### config.mk
export PLATFORM = sky130hd
export DESIGN_NAME = fir2d_window_gen_flat
export DESIGN_NICKNAME = d
export VERILOG_FILES = /design/src/rtl/fir2d_window_gen_if.sv /design/src/rtl/fir2d_window_gen.sv /design/src/flat_wrapper.sv
export SDC_FILE = /design/constraint.sdc
export NUM_CORES = 1
export LEC_CHECK = 0
export ABC_CLOCK_PERIOD_IN_PS = 4000
export CORE_MARGIN = 1
export CORE_UTILIZATION = 42
export CTS_BUF_LIST = sky130_fd_sc_hd__clkbuf_16
export DETAILED_ROUTE_END_ITERATION = 10
export PLACE_DENSITY_LB_ADDON = 0.08
export RECOVER_POWER = 100
export REMOVE_ABC_BUFFERS = 1
export SYNTH_ARGS = -nofsm -noshare
export SYNTH_HDL_FRONTEND = slang
export SYNTH_SLANG_ARGS = --single-unit
export TNS_END_PERCENT = 30
### constraint.sdc
create_clock -name clk -period 4 [get_ports clk]
set_clock_uncertainty 0.15 [all_clocks]
set_input_delay 1.2 -clock clk [delete_from_list [all_inputs] [get_ports clk]]
set_output_delay 1.2 -clock clk [all_outputs]
set_load 0.02 [all_outputs]
### src/rtl/fir2d_window_gen_if.sv
// Pixel-in / window-out stream bundle for the 3x3 window generator.
// The master side produces pixels and consumes windows; the slave side is the generator.
interface fir2d_window_gen_if #(
    parameter int DATA_W = 8
);
    logic                  in_valid;
    logic                  in_ready;
    logic [DATA_W-1:0]     in_data;
    logic                  in_sof;
    logic                  out_valid;
    logic                  out_ready;
    logic [9*DATA_W-1:0]   win_data;

    modport master (
        output in_valid, in_data, in_sof, out_ready,
        input  in_ready, out_valid, win_data
    );

    modport slave (
        input  in_valid, in_data, in_sof, out_ready,
        output in_ready, out_valid, win_data
    );
endinterface

### src/rtl/fir2d_window_gen.sv
// Streaming 3x3 neighbourhood generator: two line buffers plus a column shift
// register feed one registered window per interior pixel to the multiplier array.
module fir2d_window_gen #(
    parameter int DATA_W = 8,
    parameter int IMG_W  = 64,
    parameter int IMG_H  = 64
) (
    input  logic              clk,
    input  logic              rst_n,
    fir2d_window_gen_if.slave bus
);
    localparam int CW = $clog2(IMG_W);
    localparam int RW = $clog2(IMG_H);
    localparam logic [CW-1:0] COL_LAST = CW'(IMG_W - 1);
    localparam logic [RW-1:0] ROW_LAST = RW'(IMG_H - 1);

    logic [CW-1:0]         r_col;
    logic [RW-1:0]         r_row;
    logic [DATA_W-1:0]     r_lb0 [IMG_W];
    logic [DATA_W-1:0]     r_lb1 [IMG_W];
    logic [DATA_W-1:0]     r_c0  [3];
    logic [DATA_W-1:0]     r_c1  [3];
    logic                  r_out_valid;
    logic [9*DATA_W-1:0]   r_win_data;

    logic                  w_accept;
    logic                  w_emit;
    logic [CW-1:0]         w_col;
    logic [RW-1:0]         w_row;
    logic [DATA_W-1:0]     w_new [3];
    logic [9*DATA_W-1:0]   w_win;

    // Single output stage: a new pixel may enter only if the held window leaves.
    assign bus.in_ready  = !r_out_valid || bus.out_ready;
    assign w_accept      = bus.in_valid && bus.in_ready;
    assign w_col         = bus.in_sof ? '0 : r_col;
    assign w_row         = bus.in_sof ? '0 : r_row;
    assign w_emit        = (w_row >= RW'(2)) && (w_col >= CW'(2));
    assign bus.out_valid = r_out_valid;
    assign bus.win_data  = r_win_data;

    always_comb begin
        w_new[0] = r_lb0[w_col];
        w_new[1] = r_lb1[w_col];
        w_new[2] = bus.in_data;
    end

    // r_c0/r_c1 hold the two older columns; the incoming column completes the window.
    always_comb begin
        w_win = '0;
        for (int i = 0; i < 3; i++) begin
            w_win[(3*i)*DATA_W   +: DATA_W] = r_c0[i];
            w_win[(3*i+1)*DATA_W +: DATA_W] = r_c1[i];
            w_win[(3*i+2)*DATA_W +: DATA_W] = w_new[i];
        end
    end

    // Line buffers are left unreset; stale entries never reach a window because
    // emission waits until two full rows of the current frame have been written.
    always_ff @(posedge clk) begin
        if (rst_n && w_accept) begin
            r_lb1[w_col] <= bus.in_data;
            r_lb0[w_col] <= r_lb1[w_col];
        end
    end

    always_ff @(posedge clk) begin
        if (!rst_n) begin
            r_col       <= '0;
            r_row       <= '0;
            r_out_valid <= 1'b0;
            r_win_data  <= '0;
            for (int i = 0; i < 3; i++) begin
                r_c0[i] <= '0;
                r_c1[i] <= '0;
            end
        end else if (w_accept) begin
            for (int i = 0; i < 3; i++) begin
                r_c0[i] <= r_c1[i];
                r_c1[i] <= w_new[i];
            end
            if (w_col == COL_LAST) begin
                r_col <= '0;
                r_row <= (w_row == ROW_LAST) ? '0 : w_row + RW'(1);
            end else begin
                r_col <= w_col + CW'(1);
                r_row <= w_row;
            end
            r_out_valid <= w_emit;
            if (w_emit) begin
                r_win_data <= w_win;
            end
        end else if (bus.out_ready) begin
            r_out_valid <= 1'b0;
        end
    end
endmodule

### src/flat_wrapper.sv
// flat-port wrapper written by rule: the top's interface ports become plain ports
module fir2d_window_gen_flat 
#(
    parameter int DATA_W = 8,
    parameter int IMG_W  = 64,
    parameter int IMG_H  = 64
)
  (clk, rst_n, bus_in_valid, bus_in_data, bus_in_sof, bus_out_ready, bus_in_ready, bus_out_valid, bus_win_data);
  fir2d_window_gen_if #(.DATA_W(DATA_W)) bus_i ();
  input  logic clk;
  input  logic rst_n;
  input wire logic [$bits(bus_i.in_valid)-1:0] bus_in_valid;
  input wire logic [$bits(bus_i.in_data)-1:0] bus_in_data;
  input wire logic [$bits(bus_i.in_sof)-1:0] bus_in_sof;
  input wire logic [$bits(bus_i.out_ready)-1:0] bus_out_ready;
  output wire logic [$bits(bus_i.in_ready)-1:0] bus_in_ready;
  output wire logic [$bits(bus_i.out_valid)-1:0] bus_out_valid;
  output wire logic [$bits(bus_i.win_data)-1:0] bus_win_data;
  assign bus_i.in_valid = bus_in_valid;
  assign bus_i.in_data = bus_in_data;
  assign bus_i.in_sof = bus_in_sof;
  assign bus_i.out_ready = bus_out_ready;
  assign bus_in_ready = bus_i.in_ready;
  assign bus_out_valid = bus_i.out_valid;
  assign bus_win_data = bus_i.win_data;
  fir2d_window_gen #(.DATA_W(DATA_W), .IMG_W(IMG_W), .IMG_H(IMG_H)) u_core (.clk(clk), .rst_n(rst_n), .bus(bus_i));
endmodule
After elaboration in Yosys (flattened, before gate mapping)
Memory sizes are Yosys's and may differ from the RTL's. A register that Yosys moved wholly into a read port is not among the register bits.
Index checks and enable logic that the tools add are counted.
Word-level totals
  flip-flop bits (word level): 85
  bits in writable memories: 1072
  input bits: 13
  output and inout port bits: 74
  logic and storage cells: 49
  memories kept: 4
Cells by class
  $add $sub $neg: 2
  order comparisons: 2
  equality and inequality tests: 2
  mux-type cells: 19
  bitwise gates (word level): 6
  reduce and logical (&&, ||, !) cells: 10
Memory list
  u_core.r_lb0: depth 64, bits a word 8, rd ports 1, clocked after memory_dff 0, write ports 1, line fir2d_window_gen.sv:19  | logic [DATA_W-1:0] r_lb0 [IMG_W];
  u_core.r_lb1: depth 64, bits a word 8, rd ports 1, clocked after memory_dff 0, write ports 1, line fir2d_window_gen.sv:20  | logic [DATA_W-1:0] r_lb1 [IMG_W];
  u_core.r_c0: depth 3, bits a word 8, rd ports 3, clocked after memory_dff 3, write ports 3, line fir2d_window_gen.sv:21  | logic [DATA_W-1:0] r_c0 [3];
  u_core.r_c1: depth 3, bits a word 8, rd ports 3, clocked after memory_dff 0, write ports 3, line fir2d_window_gen.sv:22  | logic [DATA_W-1:0] r_c1 [3];
Operators with widths (number)
  $mux W8: 6
  $mux W6: 5
  $add A6 B1 Y6 const B: 2
  $eq A6 B6 Y1 const B: 2
  $ge A6 B2 Y1 const B: 2
  $mux W1: 8
  $or A1 B1 Y1: 6
  $logic_not A1 Y1: 4
  $logic_and A1 B1 Y1: 3
  $reduce_and A2 Y1: 1
  $reduce_bool A2 Y1: 1
  $logic_or A1 B1 Y1: 1

Depth between registers and ports, before layout
Gate-level depths: netlist of the first run.
  word-level depth: 7
  gate-level depth with buffers: 15
  mapped depth without buffers: 9

Least setup slack after synthesis of the first run
Ideal clock, no wire load.
  kind: input to register
  start point: input bus_in_sof
  end point: memory u_core.r_lb0[0][3] (data pin)
  arrival: 3.194 ns
  data required time: 3.507 ns
  path slack: 0.313 ns
  stages: 9
  cell sequence: buf_6 -> or3b_4 -> buf_2 -> buf_2 -> o22ai_1 -> a211oi_1 -> nor3_1 -> nor3_2 -> inv_1
RTL lines
  start, declared: line flat_wrapper.sv:14  | input wire logic [$bits(bus_i.in_sof)-1:0] bus_in_sof;
  end, declared: line fir2d_window_gen.sv:19

==> results.md, run 1 <==
- Drt drc: 0
- Leakage: 0.0180 uW
- CP startpoint kind: input pin
- Worst vdd ir: 0.000362 V
- Dpl cells: 4484
- Pwr Total: 25800 uW
- Finished Layout Cells: 4718
- R2R cell count: 9
- Final setup vio count: 0
- TNS Setup: 0 ns
- RSZ-0062 raised after global routing: false
- Row cnt: 120
- Setup crit end kind: flip-flop
- TritonCTS clock tree: yes
- Core area: 0.107 mm2
- Fin crit share: 0.979
- Area Growth Syn to Fin: 17.0%
- Initial Utilization: 0.425
- # H-tree levels: 4
- Arr. time, crit path: 4.15 ns
- Number of global-route vias before repair: 26834
- Vias per inst: 5.79
- CTS resizes: 0
- Violated checks: capacitance limit, slew limit
- Final Hold Fails: 0
- NumNets Final: 3229
- Power share of the combinational group: 0.052
- Crit path kind: input pin to flip-flop
- Placed cell areas: 0.0507 mm2
- Worst hold-check path type: flip-flop to flip-flop
- Post-synth ARST share: 0
- Power density over the cells: 483 mW/mm2
- Min-Delay Path Depth: 2
- Min cycle time layout: 3.92 ns
- HPWL after detailed placement: 85.1 mm
- Routed vias: 27324
- Seq/Total Area, Yosys: 0.743
- Clock power frac: 0.428
- Die width: 331 um
- Diodes inserted: 0
- GRT Resource Usage Total: 0.245
- First-pass GRT wire length: 195 mm
- Slew headroom: -0.493
- Post-synth EDFFs: 1072
- Fmax: 0.255 GHz
- Register share of total power: 0.519
- Setup bufs post-CTS: 0
- Yosys warns: 0
- DRT iter0 DRCs: 2675
- Initial antenna violation count: 4
- Post-Syn Instances: 2891
- Reg clk slew, reported paths: 0.06 ns
- Per-cell routed wire length: 28.8 um
- Routability cong.: 0.866
- Status: complete, but fails checks
- Net switching power: 5670 uW
- Grt ovf: 0
- Number of unique standard cell types used by synthesis: 47
- Drt first pass iters: 7
- Share of layout cells above drive strength 1: 0.129
- Die Y-Extent: 331 um
- Port-buffer cells: 86
- Measured slew at the worst slew-check pin: 2.24 ns
- Max FO, Critical Path: 20
- Pint: 20100 uW
- Synth Register Bits: 1157
- Avg Inst Size Synth: 15.8 um2
- Final WL: 136 mm
- Max-capacitance violation count: 9
- CTS Buffer Depth: 3
- Routed Antenna Nets: 0
- Sw Ratio: 0.220
- Hold_buf cts: 0
- Main synth FF type: edfxtp_1
- CP Data Required Time: 4.23 ns
- Place WS: -0.384 ns
- Fin worst setup slack: 0.0831 ns
- Post-Syn Area: 0.0456 mm2
- Die area: 0.110 mm2
- CTS buffer count: 131
- Slew Viols, Final: 309
- Final instance area: 0.0534 mm2
- CTS root buffer: clkbuf_16
- Ports: 87
- Clk_lat worst skew: 0.74 ns
- Largest net degree at the start of global routing: 76
- CTS Sinks: 1157
-- cells by family (layout without fill, tap and decap cells) --
| family | Yosys count | count (layout) | share of synthesized area |
|---|---|---|---|
| compound gates | 666 | 666 | 0.100 |
| mux | 384 | 384 | 0.0843 |
| buf+inv | 213 | 637 | 0.0229 |
| flops | 1157 | 1157 | 0.743 |
| simple gates | 469 | 469 | 0.0485 |
| fa+ha+maj | 2 | 2 | 0.000549 |
-- cell type report --
cell class / instances / area, um2
inverter: 13 / 51.3
tap: 1403 / 1760
multi-input combinational: 1521 / 10600
sequential: 1157 / 33900
timing repair buffer: 390 / 3070
clock buffer: 137 / 3430
fill: 9027 / 54000
clock inverter: 97 / 528
-- path summary, 6_finish.rpt --
path	start	to	slack, ns
setup / recovery	bus_in_sof	u_core.r_lb0[48][4]$_DFFE_PP_	0.08
hold / removal	u_core.bus.win_data[28]$_SDFFE_PN0P_	u_core.bus.win_data[28]$_SDFFE_PN0P_	0.31
setup reg to reg	u_core.r_col[1]$_SDFFE_PN0P_	u_core.r_lb0[2][6]$_DFFE_PP_	0.18
hold reg to reg	u_core.bus.win_data[28]$_SDFFE_PN0P_	u_core.bus.win_data[28]$_SDFFE_PN0P_	0.31
-- worst max-delay path, stage by stage --
cell and delay (ns):
buf_4 0.24, nand3b_1 0.22, clkbuf_2 0.46, buf_4 0.36, o22ai_1 0.14, a211oi_1 0.35, o2111ai_1 0.27, clkbuf_1 0.22
nor3_2 0.17, inv_1 0.13, clkbuf_2 0.32
-- stage by stage --
step / hold slack [ns] / util
after CTS: 0.316 / 0.509
after detailed placement: 0.307 / 0.472
after global placement: 0.300 / 0.472
after global routing: 0.325 / 0.497
after floorplan: 0.312 / -
final: 0.309 / 0.497
-- state kept, by name, summed over array words and instances, names as in the netlist --
name	count
u_core.r_lb0	512
u_core.r_lb1	512
u_core.bus.win_data	72
u_core.r_c0	24
u_core.r_c1	24
u_core.r_col	6
u_core.r_row	6
u_core.bus.out_valid	1
-- Yosys cell counts (all sizes together) (4+ instances only) --
master | instances | area share
o211ai | 47 | 0.0077
o21ai | 113 | 0.012
nand2 | 219 | 0.018
and2 | 38 | 0.0052
a211oi | 119 | 0.020
a21boi | 59 | 0.0097
edfxtp | 1072 | 0.71
nand4b | 4 | 0.00077
o22ai | 141 | 0.019
clkbuf | 79 | 0.0065
nand2b | 15 | 0.0021
buf | 121 | 0.015
nor3 | 52 | 0.0060
mux2i | 384 | 0.084
nand3b | 11 | 0.0018
nor4 | 15 | 0.0034
a22o | 119 | 0.023
o31ai | 9 | 0.0015
inv | 13 | 0.0011
nor2 | 96 | 0.0079
dfxtp | 85 | 0.037
a21oi | 51 | 0.0056
-- power groups by stage --
stage                     clock network (uW)  registers, uW  logic, uW
after floorplan                            0          13700        996
after CTS                              11300          13400       1420
after global routing                   11700          13400       1420
after global placement                     0          13600       1400
final                                  11000          13400       1340
after detailed placement                   0          13600       1420
-- per-layer routing --
| layer | GRT usage | wire [um] |
|---|---|---|
| met1 | 0.353 | 60700 |
| met2 | 0.382 | 62500 |
| met3 | 0.0402 | 8970 |
| met4 | 0.0759 | 3690 |
| met5 | 0 | 0 |
-- cell usage in the layout (no fill, tap or decap), types with 4 or more instances in the layout --
master | Yosys | routed
edfxtp_1 | 1072 | 1072
o22ai_1 | 141 | 141
a21oi_1 | 51 | 50
nand4b_1 | 4 | 4
nand2_1 | 219 | 218
nand3b_1 | 11 | 11
and2_1 | 38 | 25
nor4_1 | 5 | 11
o21ai_0 | 109 | 110
and2_0 | 0 | 13
inv_1 | 12 | 46
nand2b_1 | 15 | 15
dfxtp_1 | 85 | 83
mux2i_1 | 384 | 384
buf_2 | 95 | 5
inv_2 | 1 | 5
clkbuf_4 | 0 | 7
o31ai_1 | 9 | 9
clkbuf_1 | 79 | 73
a22o_1 | 119 | 119
a211oi_1 | 119 | 119
clkbuf_16 | 0 | 137
nor2_1 | 96 | 95
clkinv_1 | 0 | 28
nor3_1 | 49 | 50
buf_12 | 0 | 26
clkbuf_2 | 0 | 46
nor4_2 | 10 | 4
dlygate4sd3_1 | 0 | 73
buf_6 | 13 | 4
clkinv_2 | 0 | 14
o211ai_1 | 47 | 47
inv_6 | 0 | 8
buf_4 | 8 | 150
a21boi_0 | 59 | 59
Note: power is estimated with default switching activity, not from simulation.
==> inputs of run 2 (changes only) <==
Settings changed: HOLD_SLACK_MARGIN from default to 0.03.
==> results of run 2 <==
Final layout, timing and power as in run 1 (identical DEF).
==> inputs of run 3 (changes only) <==
Settings changed: PLACE_DENSITY from default to 0.67, PLACE_DENSITY_LB_ADDON 0.08 to default, SETUP_SLACK_MARGIN from default to 0.3.
==> run 3 against run 2 <==
The run still ends with capacitance limit, slew limit left. Total power shrank 3.6%. First-iteration DRC count increased by 28%. Cell count shrank 1.3%. Count of clock-buffer cells in the layout down 19. Non-clock buffer count fell by 45. Sequential share of layout area is 0.43 points higher. Largest cell class unchanged. Highest routed layer unchanged.
==> results.md, run 3 (same netlist as run 1, synthesis figures left out) <==
- Routability cong.: 0.890 (was 0.866)
- Die width: 331 um (unchanged)
- Fmax: 0.265 GHz (was 0.255 GHz)
- Met3 WL: 11.5 mm (was 8.97 mm)
- Fin crit share: 0.943 (was 0.979)
- Place WS: -0.247 ns (was -0.384 ns)
- Min cycle time layout: 3.77 ns (was 3.92 ns)
- Status: complete, but fails checks (unchanged)
- Die area: 0.110 mm2 (unchanged)
- Net switching power: 5340 uW (was 5670 uW)
- Worst hold-check path type: flip-flop to flip-flop (unchanged)
- Power share of the combinational group: 0.052 (about the same)
- DRT iter0 DRCs: 3422 (was 2675)
- Dpl cells: 4439 (was 4484)
- CTS root buffer: clkbuf_16 (unchanged)
- TritonCTS clock tree: yes (unchanged)
- Sw Ratio: 0.215 (was 0.220)
- First-pass GRT wire length: 177 mm (was 195 mm)
- Finished Layout Cells: 4657 (was 4718)
- CP startpoint kind: input pin (unchanged)
- Power density over the cells: 468 mW/mm2 (was 483 mW/mm2)
- Post-Route M1 WL: 50.7 mm (was 60.7 mm)
- Clk_lat worst skew: 0.70 ns (was 0.74 ns)
- Initial antenna violation count: 0 (was 4)
- Setup crit end kind: flip-flop (unchanged)
- Worst vdd ir: 0.000328 V (was 0.000362 V)
- Reg-to-Reg Start: u_core.r_col[0]$_SDFFE_PN0P_ (was u_core.r_col[1]$_SDFFE_PN0P_)
- Leakage: 0.0178 uW (was 0.0180 uW)
- Routed Antenna Nets: 0 (unchanged)
- Vias per inst: 5.82 (was 5.79)
- Final setup vio count: 0 (unchanged)
- Measured slew at the worst slew-check pin: 2.84 ns (was 2.24 ns)
- Max FO, Critical Path: 41 (was 20)
- Met2 WL: 55.2 mm (was 62.5 mm)
- Setup bufs post-CTS: 0 (unchanged)
- Max Used Layer: met4 (unchanged)
- TNS Setup: 0 ns (unchanged)
- # H-tree levels: 3 (was 4)
- Diodes inserted: 0 (unchanged)
- Share of layout cells above drive strength 1: 0.116 (was 0.129)
- Fin worst setup slack: 0.230 ns (was 0.0831 ns)
- RSZ-0062 raised after global routing: false (unchanged)
- Worst R2R Setup Slack: 0.24 ns (was 0.18 ns)
- Slew headroom: -0.891 (was -0.493)
- Port-buffer cells: 86 (unchanged)
- CTS buffer count: 115 (was 131)
- Commonest non-fill, non-tap cells in the layout: 1072 x edfxtp_1, 384 x mux2i_1, 219 x nand2_1 (was 1072 x edfxtp_1, 384 x mux2i_1, 218 x nand2_1)
- RR Endpoint: u_core.r_lb0[12][1]$_DFFE_PP_ (was u_core.r_lb0[2][6]$_DFFE_PP_)
- CP Capture Point: u_core.r_lb0[12][3]$_DFFE_PP_ (was u_core.r_lb0[48][4]$_DFFE_PP_)
- Register share of total power: 0.539 (was 0.519)
- Largest net degree at the start of global routing: 89 (was 76)
- Crit path kind: input pin to flip-flop (unchanged)
- GRT Resource Usage Total: 0.217 (was 0.245)
- Ports: 87 (unchanged)
- NumNets Final: 3168 (was 3229)
- Core area: 0.107 mm2 (unchanged)
- Grt ovf: 0 (unchanged)
- Final Hold Fails: 0 (unchanged)
- Clock power frac: 0.410 (was 0.428)
- R2R cell count: 9 (unchanged)
- Max-capacitance violation count: 9 (unchanged)
- Number of global-route vias before repair: 26065 (was 26834)
- Pint: 19500 uW (was 20100 uW)
- Violated checks: capacitance limit, slew limit (unchanged)
- Pwr Total: 24800 uW (was 25800 uW)
- CTS Sinks: 1157 (unchanged)
- Slew Viols, Final: 401 (was 309)
- Drt first pass iters: 6 (was 7)
- Drt drc: 0 (unchanged)
- Row cnt: 120 (unchanged)
- Area Growth Syn to Fin: 16.2% (was 17.0%)
- Reg clk slew, reported paths: 0.06 ns (about the same)
- Die Y-Extent: 331 um (unchanged)
- Initial Utilization: 0.425 (unchanged)
- CP Data Required Time: 4.28 ns (was 4.23 ns)
- Final WL: 121 mm (was 136 mm)
- WHS: 0.307 ns (was 0.309 ns)
- Per-cell routed wire length: 26.0 um (was 28.8 um)
- CTS Buffer Depth: 3 (unchanged)
- Arr. time, crit path: 4.05 ns (was 4.15 ns)
- Routed vias: 27100 (was 27324)
- Crit path launch: bus_in_sof (unchanged)
- HPWL after detailed placement: 72.9 mm (was 85.1 mm)
- Leading cell type in the layout, fill and taps excluded: edfxtp_1 (unchanged)
## run 3: repair_timing
item | 4_1_cts | 5_1_grt
hold endpoints to repair | 0 | 0
setup endpoints to repair | 1 | 0
gates resized for setup | 1 | 0
hold buffers | 0 | 0
## run 3: area by class of cell
class | count | area [um2]
fill | 8946 | 54400
sequential | 1157 | 33900
multi-input combinational | 1521 | 10600
timing repair buffer | 345 | 3090
clock buffer | 118 | 2950
tap | 1403 | 1760
clock inverter | 100 | 618
inverter | 13 | 51.3
## run 3: worst min-delay path by stage
stage	from	endpoint	slack [ns]	cells past startpoint
floorplan	u_core.r_row[5]$_SDFFE_PN0P_	u_core.r_row[5]$_SDFFE_PN0P_	0.31	2
global placement	u_core.bus.win_data[51]$_SDFFE_PN0P_	u_core.bus.win_data[51]$_SDFFE_PN0P_	0.30	2
detailed placement	u_core.bus.win_data[57]$_SDFFE_PN0P_	u_core.bus.win_data[57]$_SDFFE_PN0P_	0.31	2
CTS	u_core.bus.win_data[57]$_SDFFE_PN0P_	u_core.bus.win_data[57]$_SDFFE_PN0P_	0.31	2
global route	u_core.bus.win_data[67]$_SDFFE_PN0P_	u_core.bus.win_data[67]$_SDFFE_PN0P_	0.33	2
finish	u_core.bus.win_data[57]$_SDFFE_PN0P_	u_core.bus.win_data[57]$_SDFFE_PN0P_	0.31	2
## run 3: power by group through the flow
stage	clock, uW	sequential [uW]	combinational [uW]
floorplan	0	13700	996
global placement	0	13600	1280
detailed placement	0	13600	1300
CTS	10300	13400	1310
global route	10800	13400	1350
finish	10200	13400	1280
## run 3: critical path, stage by stage
cell       delay [ns]
buf_4            0.25
nand3b_1         0.20
buf_12           0.33
clkbuf_1         0.48
o22ai_1          0.24
a211oi_1         0.37
o2111ai_1        0.15
buf_4            0.18
nor3_1           0.19
inv_1            0.17
buf_12           0.20
## run 3: through the flow
stage | cell area [um2] | util
floorplan | 44600 | -
global placement | 50100 | 0.467
detailed placement | 50100 | 0.467
CTS | 53700 | 0.500
global route | 53000 | 0.494
finish | 53000 | 0.494
## run 3: metal layers
metal,GRT usage,up-vias
met4,0.0655,0
met5,0,-
li1,-,11893
met2,0.338,1326
met3,0.0452,235
met1,0.307,13646
